<file path="src/rtl/result_store_seq_pkg.sv">
`default_nettype none
// ============================================================================
// Module  : result_store_seq_pkg
// Brief   : Shared state encoding and constants for the result store sequencer.
// Rev     : 1.0 - initial release
// ============================================================================
package result_store_seq_pkg;

    typedef enum logic [2:0] {
        ST_IDLE = 3'd0,
        ST_MARK = 3'd1,
        ST_HOLD = 3'd2,
        ST_GAP  = 3'd3,
        ST_DONE = 3'd4
    } state_t;

    localparam logic [29:0] c_TEST_PORT_BASE = 30'h0;
    localparam logic [31:0] c_DEF_MARK_VAL   = 32'h0000_0005;
    localparam int          c_TMR_W          = 8;

endpackage
`default_nettype wire

</file>
<file path="src/rtl/result_store_seq_if.sv">
`default_nettype none
// ============================================================================
// Module  : result_store_seq_if
// Brief   : Buffer-load / start controls and monitor write port of the sequencer.
// Rev     : 1.0 - initial release
// ============================================================================
interface result_store_seq_if;
    logic        ld_en;
    logic [1:0]  ld_idx;
    logic [31:0] ld_data;
    logic        start;
    logic [29:0] addr;
    logic [31:0] data;
    logic        wen;
    logic        busy;
    logic        done;

    modport master (
        output ld_en, ld_idx, ld_data, start,
        input  addr, data, wen, busy, done
    );

    modport slave (
        input  ld_en, ld_idx, ld_data, start,
        output addr, data, wen, busy, done
    );
endinterface
`default_nettype wire

</file>
<file path="src/rtl/result_store_seq_cyc_timer.sv">
`default_nettype none
// ============================================================================
// Module  : result_store_seq_cyc_timer
// Brief   : Loadable saturating down-counter with a zero flag.
// Rev     : 1.0 - initial release
// ============================================================================
module result_store_seq_cyc_timer #(
    parameter int WIDTH = 8
) (
    input  logic             clk,
    input  logic             rst,
    input  logic             load,
    input  logic [WIDTH-1:0] load_val,
    input  logic             dec,
    output logic             zero
);

    logic [WIDTH-1:0] r_count;

    always_ff @(posedge clk or posedge rst) begin
        if (rst) begin
            r_count <= '0;
        end else if (load) begin
            r_count <= load_val;
        end else if (dec && (r_count != '0)) begin
            r_count <= r_count - 1'b1;
        end
    end

    assign zero = (r_count == '0);

endmodule
`default_nettype wire

</file>
<file path="src/rtl/result_store_seq.sv">
`default_nettype none
// ============================================================================
// Module  : result_store_seq
// Brief   : Drives a start marker then buffered result words onto the monitor port.
// Rev     : 1.0 - initial release
// ============================================================================
module result_store_seq
    import result_store_seq_pkg::*;
#(
    parameter int          NUM_WORDS = 3,
    parameter int          HOLD_CYC  = 2,
    parameter int          GAP_CYC   = 1,
    parameter logic [31:0] MARK_VAL  = c_DEF_MARK_VAL
) (
    input  logic               clk,
    input  logic               rst,
    result_store_seq_if.slave  bus
);

    localparam logic [c_TMR_W-1:0] c_HOLD_LD = c_TMR_W'(HOLD_CYC - 1);
    localparam logic [c_TMR_W-1:0] c_GAP_LD  = c_TMR_W'(GAP_CYC - 1);
    localparam logic [2:0]         c_NUM_W   = 3'(NUM_WORDS);

    state_t      r_state;
    logic [2:0]  r_widx;
    logic [31:0] r_buf [4];
    logic [29:0] r_addr;
    logic [31:0] r_data;
    logic        r_wen;
    logic        r_busy;
    logic        r_done;

    logic w_idle;
    logic w_more;
    logic w_hold_zero;
    logic w_gap_zero;
    logic w_hold_load;
    logic w_hold_dec;
    logic w_gap_load;
    logic w_gap_dec;

    assign w_idle      = (r_state == ST_IDLE) || (r_state == ST_DONE);
    assign w_more      = (r_widx < c_NUM_W);
    // A write is always followed by HOLD; with HOLD_CYC=1 the counter is
    // already zero so HOLD lasts exactly one cycle before the gap starts.
    assign w_hold_load = (r_state == ST_MARK) ||
                         ((r_state == ST_GAP) && w_gap_zero && w_more);
    assign w_hold_dec  = (r_state == ST_HOLD);
    assign w_gap_load  = (r_state == ST_HOLD) && w_hold_zero;
    assign w_gap_dec   = (r_state == ST_GAP);

    result_store_seq_cyc_timer #(.WIDTH(c_TMR_W)) u_hold_tmr (
        .clk      (clk),
        .rst      (rst),
        .load     (w_hold_load),
        .load_val (c_HOLD_LD),
        .dec      (w_hold_dec),
        .zero     (w_hold_zero)
    );

    result_store_seq_cyc_timer #(.WIDTH(c_TMR_W)) u_gap_tmr (
        .clk      (clk),
        .rst      (rst),
        .load     (w_gap_load),
        .load_val (c_GAP_LD),
        .dec      (w_gap_dec),
        .zero     (w_gap_zero)
    );

    always_ff @(posedge clk or posedge rst) begin
        if (rst) begin
            r_state <= ST_IDLE;
            r_widx  <= '0;
            r_addr  <= '0;
            r_data  <= '0;
            r_wen   <= 1'b0;
            r_busy  <= 1'b0;
            r_done  <= 1'b0;
            for (int i = 0; i < 4; i++) begin
                r_buf[i] <= '0;
            end
        end else begin
            if (w_idle && bus.ld_en && ({1'b0, bus.ld_idx} < c_NUM_W)) begin
                r_buf[bus.ld_idx] <= bus.ld_data;
            end
            case (r_state)
                ST_IDLE, ST_DONE: begin
                    if (bus.start) begin
                        r_state <= ST_MARK;
                        r_busy  <= 1'b1;
                        r_done  <= 1'b0;
                        r_widx  <= '0;
                    end
                end
                ST_MARK: begin
                    r_addr  <= c_TEST_PORT_BASE;
                    r_data  <= MARK_VAL;
                    r_wen   <= 1'b1;
                    r_state <= ST_HOLD;
                end
                ST_HOLD: begin
                    if (w_hold_zero) begin
                        r_addr  <= '0;
                        r_data  <= '0;
                        r_wen   <= 1'b0;
                        r_state <= ST_GAP;
                    end
                end
                ST_GAP: begin
                    if (w_gap_zero) begin
                        if (w_more) begin
                            r_addr  <= c_TEST_PORT_BASE + 30'(r_widx) + 30'd1;
                            r_data  <= r_buf[r_widx[1:0]];
                            r_wen   <= 1'b1;
                            r_widx  <= r_widx + 3'd1;
                            r_state <= ST_HOLD;
                        end else begin
                            r_busy  <= 1'b0;
                            r_done  <= 1'b1;
                            r_state <= ST_DONE;
                        end
                    end
                end
                default: begin
                    r_state <= ST_IDLE;
                end
            endcase
        end
    end

    assign bus.addr = r_addr;
    assign bus.data = r_data;
    assign bus.wen  = r_wen;
    assign bus.busy = r_busy;
    assign bus.done = r_done;

endmodule
`default_nettype wire
</file>
<file path="src/flat_wrapper.sv">
// flat-port wrapper written by rule: the top's interface ports become plain ports
module result_store_seq_flat import result_store_seq_pkg::*;
#(
    parameter int          NUM_WORDS = 3,
    parameter int          HOLD_CYC  = 2,
    parameter int          GAP_CYC   = 1,
    parameter logic [31:0] MARK_VAL  = c_DEF_MARK_VAL
)
  (clk, rst, bus_ld_en, bus_ld_idx, bus_ld_data, bus_start, bus_addr, bus_data, bus_wen, bus_busy, bus_done);
  result_store_seq_if bus_i ();
  input  logic clk;
  input  logic rst;
  input wire logic [$bits(bus_i.ld_en)-1:0] bus_ld_en;
  input wire logic [$bits(bus_i.ld_idx)-1:0] bus_ld_idx;
  input wire logic [$bits(bus_i.ld_data)-1:0] bus_ld_data;
  input wire logic [$bits(bus_i.start)-1:0] bus_start;
  output wire logic [$bits(bus_i.addr)-1:0] bus_addr;
  output wire logic [$bits(bus_i.data)-1:0] bus_data;
  output wire logic [$bits(bus_i.wen)-1:0] bus_wen;
  output wire logic [$bits(bus_i.busy)-1:0] bus_busy;
  output wire logic [$bits(bus_i.done)-1:0] bus_done;
  assign bus_i.ld_en = bus_ld_en;
  assign bus_i.ld_idx = bus_ld_idx;
  assign bus_i.ld_data = bus_ld_data;
  assign bus_i.start = bus_start;
  assign bus_addr = bus_i.addr;
  assign bus_data = bus_i.data;
  assign bus_wen = bus_i.wen;
  assign bus_busy = bus_i.busy;
  assign bus_done = bus_i.done;
  result_store_seq #(.NUM_WORDS(NUM_WORDS), .HOLD_CYC(HOLD_CYC), .GAP_CYC(GAP_CYC), .MARK_VAL(MARK_VAL)) u_core (.clk(clk), .rst(rst), .bus(bus_i));
endmodule
</file>
<file path="config.mk">
export PLATFORM = sky130hd
export DESIGN_NAME = result_store_seq_flat
export DESIGN_NICKNAME = d
export VERILOG_FILES = /design/src/rtl/result_store_seq_pkg.sv /design/src/rtl/result_store_seq_if.sv /design/src/rtl/result_store_seq_cyc_timer.sv /design/src/rtl/result_store_seq.sv /design/src/flat_wrapper.sv
export SDC_FILE = /design/constraint.sdc
export NUM_CORES = 1
export LEC_CHECK = 0
export ABC_CLOCK_PERIOD_IN_PS = 16000
export CAP_MARGIN = 20
export CORE_UTILIZATION = 40
export CTS_CLUSTER_DIAMETER = 50
export DETAILED_ROUTE_END_ITERATION = 8
export HOLD_SLACK_MARGIN = 0.08
export PLACE_DENSITY = 0.61
export SETUP_SLACK_MARGIN = 0.1
export SYNTH_ARGS = -nofsm -noshare
export SYNTH_HDL_FRONTEND = slang
export SYNTH_SLANG_ARGS = --single-unit
</file>
<file path="constraint.sdc">
create_clock -name clk -period 16 [get_ports clk]
set_clock_uncertainty 0.05 [all_clocks]
set_input_delay 2.4 -clock clk [delete_from_list [all_inputs] [get_ports clk]]
set_output_delay 2.4 -clock clk [all_outputs]
set_load 0.01 [all_outputs]
</file>
==> results of run 1 <==
## metrics by stage
stage | worst slack [ps] | power, W | utilization | instances
final | 11960 | 0.00181 | 0.485 | 886
after global routing | 11660 | 0.00192 | 0.485 | 886
after CTS | 11890 | 0.00183 | 0.484 | 885
after detailed placement | 11420 | 0.00139 | 0.454 | 853
after global placement | 11520 | 0.00137 | 0.454 | 853
after floorplan | 8410 | 0.00119 | - | 591
## layout by cell type (no fill, tap or decap), drive strengths merged, types with 5 or more instances in the layout
cell and count:
a21oi 10, a22o 32, and2 5, buf 7
clkbuf 20, clkdlybuf4s50 76, clkinv 5, conb 26
dfrtp 189, inv 16, mux2 97, mux4 32
nand2 7, nand3 5, nor2 17, nor3 5
nor4 6, xnor2 5
## cell families after synthesis
group / after synthesis / share of synthesized area
flip-flops: 189 / 0.582
multiplexers: 130 / 0.224
buffers and inverters: 97 / 0.0621
AND/OR/NAND/NOR: 72 / 0.0530
AO/OA/AOI/OAI: 64 / 0.0618
XOR/XNOR: 9 / 0.00971
adder cells (fa/ha/maj): 4 / 0.00616
other: 1 / 0.000462
## power by group
group | internal (W) | switching, W | leakage, nW
Combinational | 0.000352 | 0.000271 | 1.55
Sequential | 0.000637 | 0.000118 | 2.50
Clock | 0.000239 | 0.000191 | 0.293
## cell usage after synthesis (all sizes together), types with 2 or more instances
library cell  count  area share
a22o             32       0.035
a31o              3      0.0032
dfrtp           189        0.58
and2              5      0.0040
nand2             7      0.0032
clkbuf           54       0.025
nor3b             4      0.0037
ha                4      0.0062
nor3              5      0.0031
o32a              2      0.0025
nor2b             2      0.0015
a21oi            10      0.0062
a211oi            2      0.0018
or3b              2      0.0022
mux2             97        0.13
xnor2             5      0.0054
nand4b            2      0.0022
inv              11      0.0051
nor4b             3      0.0032
nand2b            2      0.0015
o21ai             3      0.0018
buf              32       0.032
or4               4      0.0046
mux4             32       0.089
nand4             3      0.0023
nor2             17      0.0079
xor2              4      0.0043
nand3             5      0.0031
nor4              6      0.0054
a31oi             3      0.0023
o211ai            2      0.0018
a21o              4      0.0037
## routing by layer
layer	global-route usage	vias up
li1	-	2062
met1	0.224	2448
met2	0.293	89
met3	0.0460	13
met4	0.0460	0
met5	0	-
## worst max-delay path by stage
stage / to / slack (ps) / cells after the start
final: u_core.r_buf[107]$_DFFE_PP0P_ / 11960 / 3
after global placement: u_core.r_buf[102]$_DFFE_PP0P_ / 11520 / 3
after CTS: u_core.bus.data[11]$_DFFE_PP0P_ / 11890 / 3
after detailed placement: u_core.r_buf[38]$_DFFE_PP0P_ / 11420 / 3
after floorplan: u_core.bus.addr[0]$_DFFE_PP0P_ / 8410 / 1
after global routing: u_core.r_buf[68]$_DFFE_PP0P_ / 11660 / 3
## critical path, cell delays in order
cell and delay (ps):
clkdlybuf4s50_1 490, inv_8 550, buf_4 830
## registers in the layout, summed over array words and instances (netlist names)
signal / flops
u_core.bus.data: 32
u_core.u_gap_tmr.r_count: 8
u_core.r_state: 3
u_core.r_buf: 128
u_core.u_hold_tmr.r_count: 8
u_core.bus.addr: 4
u_core.bus.busy: 1
u_core.bus.done: 1
u_core.r_widx: 3
u_core.bus.wen: 1
## cell type report
class                   instances  area, um^2
flip-flops and latches        189        4730
multi-input cells             305        3000
inverters                      11        48.8
well taps                     265         332
fillers                      1706       10100
repair buffers                 84         821
clock buffers                  19         443
clock inverters                13         158
==> reports/qor.txt, run 1 <==
Status -> complete, no violations
Initial antenna violation count -> 1
Clk_lat worst skew -> 430 ps
DR top layer -> met4
Vias in the first global route -> 5000
Crit. Startpoint -> rst
GRT Util Overall -> 0.175
Met1 Wirelength -> 7.38 mm
CP Max Fanout -> 114
Core area -> 19700 um^2
P_leak -> 4.34 nW
Fin crit period -> 4040 ps
Global-route wire length before repair -> 27.2 mm
Fin. max-slew vios -> 0
Fin Hold WS -> 323 ps
Setup TNS Final -> 0 ps
Startpoint Class -> input pin
Largest net degree at the start of global routing -> 115
Yosys warnings -> 0
Reg2Reg Launch Point -> u_core.r_widx[1]$_DFFE_PP0P_
Gate Count Post-Synth -> 566
Worst slew pin tran -> 1010 ps
Sequential share of the synthesized area -> 0.582
R2R cell count -> 4
Die width -> 144 um
Post-synth EDFFs -> 0
Clk buf depth -> 2
Diodes inserted -> 0
Seq cells post-synth -> 189
Hold_buf cts -> 0
Wire length on met3 -> 681 um
Post-Syn Area -> 8120 um^2
F_max -> 0.248 GHz
Global route overflow -> 0
GPL Wtd Cong -> 0.774
Via count -> 4612
Slew margin rel. -> 0.324
Worst r2r dst -> u_core.bus.data[13]$_DFFE_PP0P_
Crit path arrival time -> 4410 ps
Crit. End Element -> async pin
Clk slew on worst S/H paths -> 70 ps
Max-cap violations -> 0
Drt wl/cell -> 18.9 um
Num CTS Buffers -> 17
Share of layout cells above drive strength 1 -> 0.301
Met2 wire length -> 8.51 mm
Routed WL -> 16.7 mm
Routed Antenna Nets -> 0
Row count -> 51
Ys async rst share -> 1.00
# nets final -> 650
Hold Violations, Final -> 0
Post-CTS Setup Inserts -> 0
Area grow syn2layout -> 17.3%
HP Start -> u_core.r_buf[11]$_DFFE_PP0P_
WP data required -> 16370 ps
Final Cycle Share -> 0.252
P per Cell Area -> 190 nW/um^2
Flop2flop setup slack -> 13280 ps
Initial DRC Count -> 265
Port buffer count -> 76
Syn avg cell area -> 14.3 um^2
Die area -> 20900 um^2
Clock sink count -> 189
Placement Cell Area -> 8920 um^2
Synth Flop Type -> dfrtp_1
Hold Path Stages -> 0
Root Driver -> clkbuf_16
Post-route cell area -> 9530 um^2
CTS resizes -> 0
Die height -> 144 um
DRT Pass-1 Iters -> 4
Hold Crit Class -> register to register
Netlist cell types -> 51
RSZ-0062 raised after global routing -> no
HPWL after detailed placement -> 10.3 mm
Residual DRC count -> 0
Via density -> 5.21
# IOs -> 103
Initial Util -> 0.413
H-tree level count -> 4
Final setup viols -> 0
CTS tree -> yes
Worst vdd ir -> 0.0000794 V
Crit Path Class -> input pin to async pin
Hold worst-path end -> u_core.r_buf[11]$_DFFE_PP0P_
No activity file was read; power rests on OpenSTA's default activity.
==> inputs of run 2 (changes only) <==
- ABC_CLOCK_PERIOD_IN_PS: 16000 -> 3900
- clock period: 16 -> 3.9 ns (I/O delays scaled with it)
==> run 2 against run 1 <==
First-iteration DRC count fell by 14%. Final cell count rose by 0.56%. Non-clock buffer count rose by 6. Combinational power rose to 4.2 times the previous value. Sequential power grew to 4.1 times the previous value. Critical endpoint is now u_core.bus.data[15]$_DFFE_PP0P_. Clock power increased to 4.1 times the previous value. Worst hold slack about the same. Sequential share of layout area down 0.35 points. Global-route usage down 0.18 points. Critical path type is now register to register. Total power increased to 4.1 times the previous value. Critical path depth increased by 1. Die area stayed put.
==> reports/qor.txt, run 2 (synthesis results as in run 1) <==
Fin. max-slew vios -> 0
Global-route wire length before repair -> 27.0 mm
CP Max Fanout -> 34
Fill cells -> 1737
Drt wl/cell -> 18.5 um
Post-CTS Setup Inserts -> 0
Fin crit period -> 2620 ps
Area grow syn2layout -> 18.2%
Commonest cells after routing, fill and taps aside -> dfrtp_1, mux2_2, clkdlybuf4s50_1, mux4_2, a22o_1
Crit Path Class -> register to register
Worst slew pin tran -> 940 ps
Flop2flop setup slack -> 1280 ps
Core area -> 19700 um^2
Max-cap violations -> 0
CTS tree -> yes
Worst vdd ir -> 0.000381 V
Port buffer count -> 76
Slew margin rel. -> 0.373
Clk slew on worst S/H paths -> 60 ps
R2R cell count -> 4
Startpoint Class -> register
Vias in the first global route -> 4928
Clk_lat worst skew -> 430 ps
DRT Pass-1 Iters -> 4
PnR Total Power -> 0.00741 W
Die width -> 144 um
Routed Antenna Nets -> 0
Hold Crit Class -> register to register
Hold Violations, Final -> 0
# nets final -> 656
Routed WL -> 16.5 mm
GRT Util Overall -> 0.173
Clock sink count -> 189
Crit path arrival time -> 2880 ps
Commonest non-fill, non-tap cell in the layout -> dfrtp_1
Residual DRC count -> 0
Initial Util -> 0.413
Reg2Reg Launch Point -> u_core.u_hold_tmr.r_count[2]$_DFFE_PP0P_
Setup TNS Final -> 0 ps
Top reg by flops -> u_core.r_buf
GPL Wtd Cong -> 0.831
Die height -> 144 um
Die area -> 20900 um^2
Clk buf depth -> 2
Share of layout cells above drive strength 1 -> 0.305
HPWL after detailed placement -> 10.6 mm
Fin cells -> 891
Row count -> 51
Final setup viols -> 0
F_max -> 0.382 GHz
Status -> complete, no violations
RSZ-0062 raised after global routing -> no
CTS resizes -> 0
Via density -> 5.17
Final Cycle Share -> 0.672
Largest net degree at the start of global routing -> 51
Critical Path Sink -> u_core.bus.data[15]$_DFFE_PP0P_
Crit. End Element -> register
Global route overflow -> 0
Initial DRC Count -> 228
Placement Cell Area -> 9010 um^2
Initial antenna violation count -> 0
Max reg flops -> 128
H-tree level count -> 4
Via count -> 4606
Root Driver -> clkbuf_16
Diodes inserted -> 0
# IOs -> 103
Post-route cell area -> 9600 um^2
Worst r2r dst -> u_core.bus.data[15]$_DFFE_PP0P_
Num CTS Buffers -> 17
Crit. Startpoint -> u_core.u_hold_tmr.r_count[2]$_DFFE_PP0P_
Hold_buf cts -> 0
P_leak -> 4.38 nW
WP data required -> 4160 ps
P per Cell Area -> 773 nW/um^2
Placed Cells -> 860
==> run 2: cell count changes in the layout (fill, tap and decap cells not counted), moves of 3 or more <==
| cell | previous run | this run |
|---|---|---|
| inv_6 | 4 | 0 |
| buf_4 | 7 | 11 |
| clkinv_2 | 2 | 5 |
| buf_12 | 0 | 3 |
==> run 2: through the flow <==
step	setup WS, ps	utilization	hold slack [ps]
4_1_cts	1270	0.488	328
5_1_grt	1200	0.488	334
3_3_place_gp	1310	0.458	310
2_1_floorplan	831	-	374
6_report	1280	0.488	323
3_5_place_dp	1280	0.458	313
==> run 2: layout make-up <==
type	instances	area, um^2	share of cell area
Timing Repair Buffer	90	903	0.0941
Multi-Input combinational cell	305	3000	0.312
Clock inverter	11	143	0.0149
Sequential cell	189	4730	0.493
Inverter	11	45.0	0.00469
Clock buffer	20	447	0.0465
Tap cell	265	332	0.0346
==> run 2: routing by layer <==
| layer | part of all wire | vias up | global-route usage | routed length [um] |
|---|---|---|---|---|
| met2 | 0.51 | 92 | 0.290 | 8400 |
| met3 | 0.028 | 14 | 0.0331 | 465 |
| met4 | 0.0087 | 0 | 0.0465 | 144 |
| met5 | 0 | - | 0 | 0 |
| met1 | 0.45 | 2423 | 0.230 | 7520 |
| li1 | - | 2077 | - | - |
==> run 2: worst min-delay path by stage <==
stage                     cells after the start                         start                      endpoint  slack, ps
final                                         0  u_core.r_buf[13]$_DFFE_PP0P_  u_core.r_buf[13]$_DFFE_PP0P_        320
after global routing                          0   u_core.r_buf[4]$_DFFE_PP0P_   u_core.r_buf[4]$_DFFE_PP0P_        330
after CTS                                     0   u_core.r_buf[4]$_DFFE_PP0P_   u_core.r_buf[4]$_DFFE_PP0P_        330
after detailed placement                      0  u_core.r_buf[15]$_DFFE_PP0P_  u_core.r_buf[15]$_DFFE_PP0P_        310
after global placement                        0  u_core.r_buf[11]$_DFFE_PP0P_  u_core.r_buf[11]$_DFFE_PP0P_        310
after floorplan                               1   u_core.r_buf[0]$_DFFE_PP0P_   u_core.r_buf[0]$_DFFE_PP0P_        370
==> run 2: power breakdown <==
group	internal [W]	switching, W	leakage [nW]
Combinational	0.00146	0.00114	1.59
Clock	0.00102	0.000725	0.291
Sequential	0.00262	0.000445	2.50
==> run 2: critical path: stages, from the launching register on <==
cell     delay (ps)
dfrtp_1         440
or4_4           570
or4_4           520
a31o_2          560
a22o_2          370
==> inputs of run 3 (changes only) <==
- ABC_CLOCK_PERIOD_IN_PS: 3900 -> 2300
- PLACE_DENSITY: 0.61 -> 0.63
- clock period: 3.9 -> 2.3 ns (I/O delays scaled with it)
==> run 3 against run 2 <==
Die area unchanged. Largest power group unchanged. Critical path type unchanged. Sequential power up 69%. Wire length grew 1.7%. Cell area is 1.7% higher. Combinational power rose by 84%.
==> reports/qor.txt, run 3 (synthesis results as in run 1) <==
RSZ-0062 raised after global routing -> yes
Initial antenna violation count -> 0
Final core area utilization -> 0.497
HPWL after detailed placement -> 11.4 mm
Via count -> 4689
Commonest non-fill, non-tap cell in the layout -> dfrtp_1
Post-route cell area -> 9760 um^2
GRT Util Overall -> 0.175
Crit. End Element -> register
Port buffer count -> 76
Max incr delay on CP -> 530 ps
Die area -> 20900 um^2
Max stage delay cell, worst path -> or4_4
Startpoint Class -> register
CTS tree -> yes
GPL Wtd Cong -> 0.845
Share of layout cells above drive strength 1 -> 0.323
Met2 wire length -> 8.20 mm
Fin crit period -> 2210 ps
Initial DRC Count -> 269
Clk_lat worst skew -> 430 ps
Met1 Wirelength -> 7.76 mm
Fin. max-slew vios -> 0
Die height -> 144 um
Initial Util -> 0.413
Area grow syn2layout -> 20.2%
Hold_buf cts -> 0
Crit-path leading delay family -> simple AND/OR/NAND/NOR gates
P_leak -> 4.46 nW
Final Cycle Share -> 0.962
Num CTS Buffers -> 17
Residual DRC count -> 0
Via density -> 5.16
Vias in the first global route -> 4999
Crit path arrival time -> 2470 ps
CP Max Fanout -> 18
DR top layer -> met4
Max reg flops -> 128
Status -> complete, no violations
Worst slew pin tran -> 538 ps
F_max -> 0.452 GHz
Crit Path Class -> register to register
Worst vdd ir -> 0.000686 V
Global-route wire length before repair -> 27.1 mm
Routed Antenna Nets -> 0
Top reg by flops -> u_core.r_buf
Placement Cell Area -> 9150 um^2
Placed Cells -> 874
WP data required -> 2560 ps
Clk buf depth -> 2
Hold Violations, Final -> 0
Commonest cells after routing, fill and taps aside -> dfrtp_1, mux2_2, clkdlybuf4s50_1, mux4_2, a22o_1
PnR Total Power -> 0.0128 W
Clock sink count -> 189
Root Driver -> clkbuf_16
Fin cells -> 908
Max-cap violations -> 0
P per Cell Area -> 1320 nW/um^2
Diodes inserted -> 0
Drt wl/cell -> 18.5 um
Clk slew on worst S/H paths -> 70 ps
Row count -> 51
DRT Pass-1 Iters -> 4
Routed WL -> 16.8 mm
Largest net degree at the start of global routing -> 60
WP buf/inv -> 1
Wire length on met3 -> 599 um
Final setup viols -> 0
Slew margin rel. -> 0.640
Die width -> 144 um
# IOs -> 103
Hold Crit Class -> input pin to async pin
Most used cell, CP -> or4_4
# nets final -> 673
Core area -> 19700 um^2
Global route overflow -> 0
H-tree level count -> 4
Cell Chain, Critical Path -> or4_4 -> or4_4 -> a31o_4 -> buf_12 -> a22o_2
==> run 3: repair_timing <==
action                     CTS  global route
gates cloned                 0             0
buffers inserted             2             1
pin swaps                    0             1
resized for setup            3             0
setup endpoints to repair   35            30
==> run 3: worst reg2reg max path, delay by kind of cell (launching register included) <==
kind | cells | cell delay, ps
simple gates | 2 | 980
compound gates | 2 | 540
flops | 1 | 380
buf+inv | 1 | 160
==> run 3: layer usage <==
metal  up-vias  global-route usage
met3        19              0.0417
met4         0              0.0576
met1      2459               0.236
met2        87               0.278
li1       2124                   -
met5         -                   0
==> run 3: worst paths after layout <==
check                                                               from                         endpoint  slack, ps  cells past startpoint
worst min-delay path                                                 rst  u_core.bus.data[16]$_DFFE_PP0P_        270                      2
worst max-delay path            u_core.u_hold_tmr.r_count[5]$_DFFE_PP0P_  u_core.bus.data[14]$_DFFE_PP0P_         90                      5
max in group asynchronous                                            rst      u_core.r_buf[9]$_DFFE_PP0P_       1260                      3
worst min register to register              u_core.r_buf[19]$_DFFE_PP0P_     u_core.r_buf[19]$_DFFE_PP0P_        320                      0
min in group clk                            u_core.r_buf[19]$_DFFE_PP0P_     u_core.r_buf[19]$_DFFE_PP0P_        320                      0
worst max register to register  u_core.u_hold_tmr.r_count[5]$_DFFE_PP0P_  u_core.bus.data[14]$_DFFE_PP0P_         90                      5
==> run 3: report_power, final <==
part           switching [W]  total (W)  internal [W]  leakage (nW)
sequential          0.000729    0.00517       0.00444          2.50
clock                0.00122    0.00287       0.00165         0.279
combinational        0.00205    0.00480       0.00275          1.68
total                0.00400     0.0128       0.00884          4.46
==> run 3: area by class of cell <==
| cell class | count | area (um^2) |
|---|---|---|
| well taps | 265 | 332 |
| fillers | 1722 | 9890 |
| clock inverters | 10 | 116 |
| repair buffers | 107 | 1070 |
| multi-input cells | 305 | 3010 |
| inverters | 11 | 45.0 |
| clock buffers | 21 | 460 |
| flip-flops and latches | 189 | 4730 |
==> run 3: metrics by stage <==
step	setup WS, ps	hold slack (ps)	TNS [ps]
final	86.4	272	0
after global routing	21.9	286	0
after CTS	71.9	270	0
after detailed placement	41.7	313	0
after global placement	54.1	310	0
after floorplan	-529	374	-100070
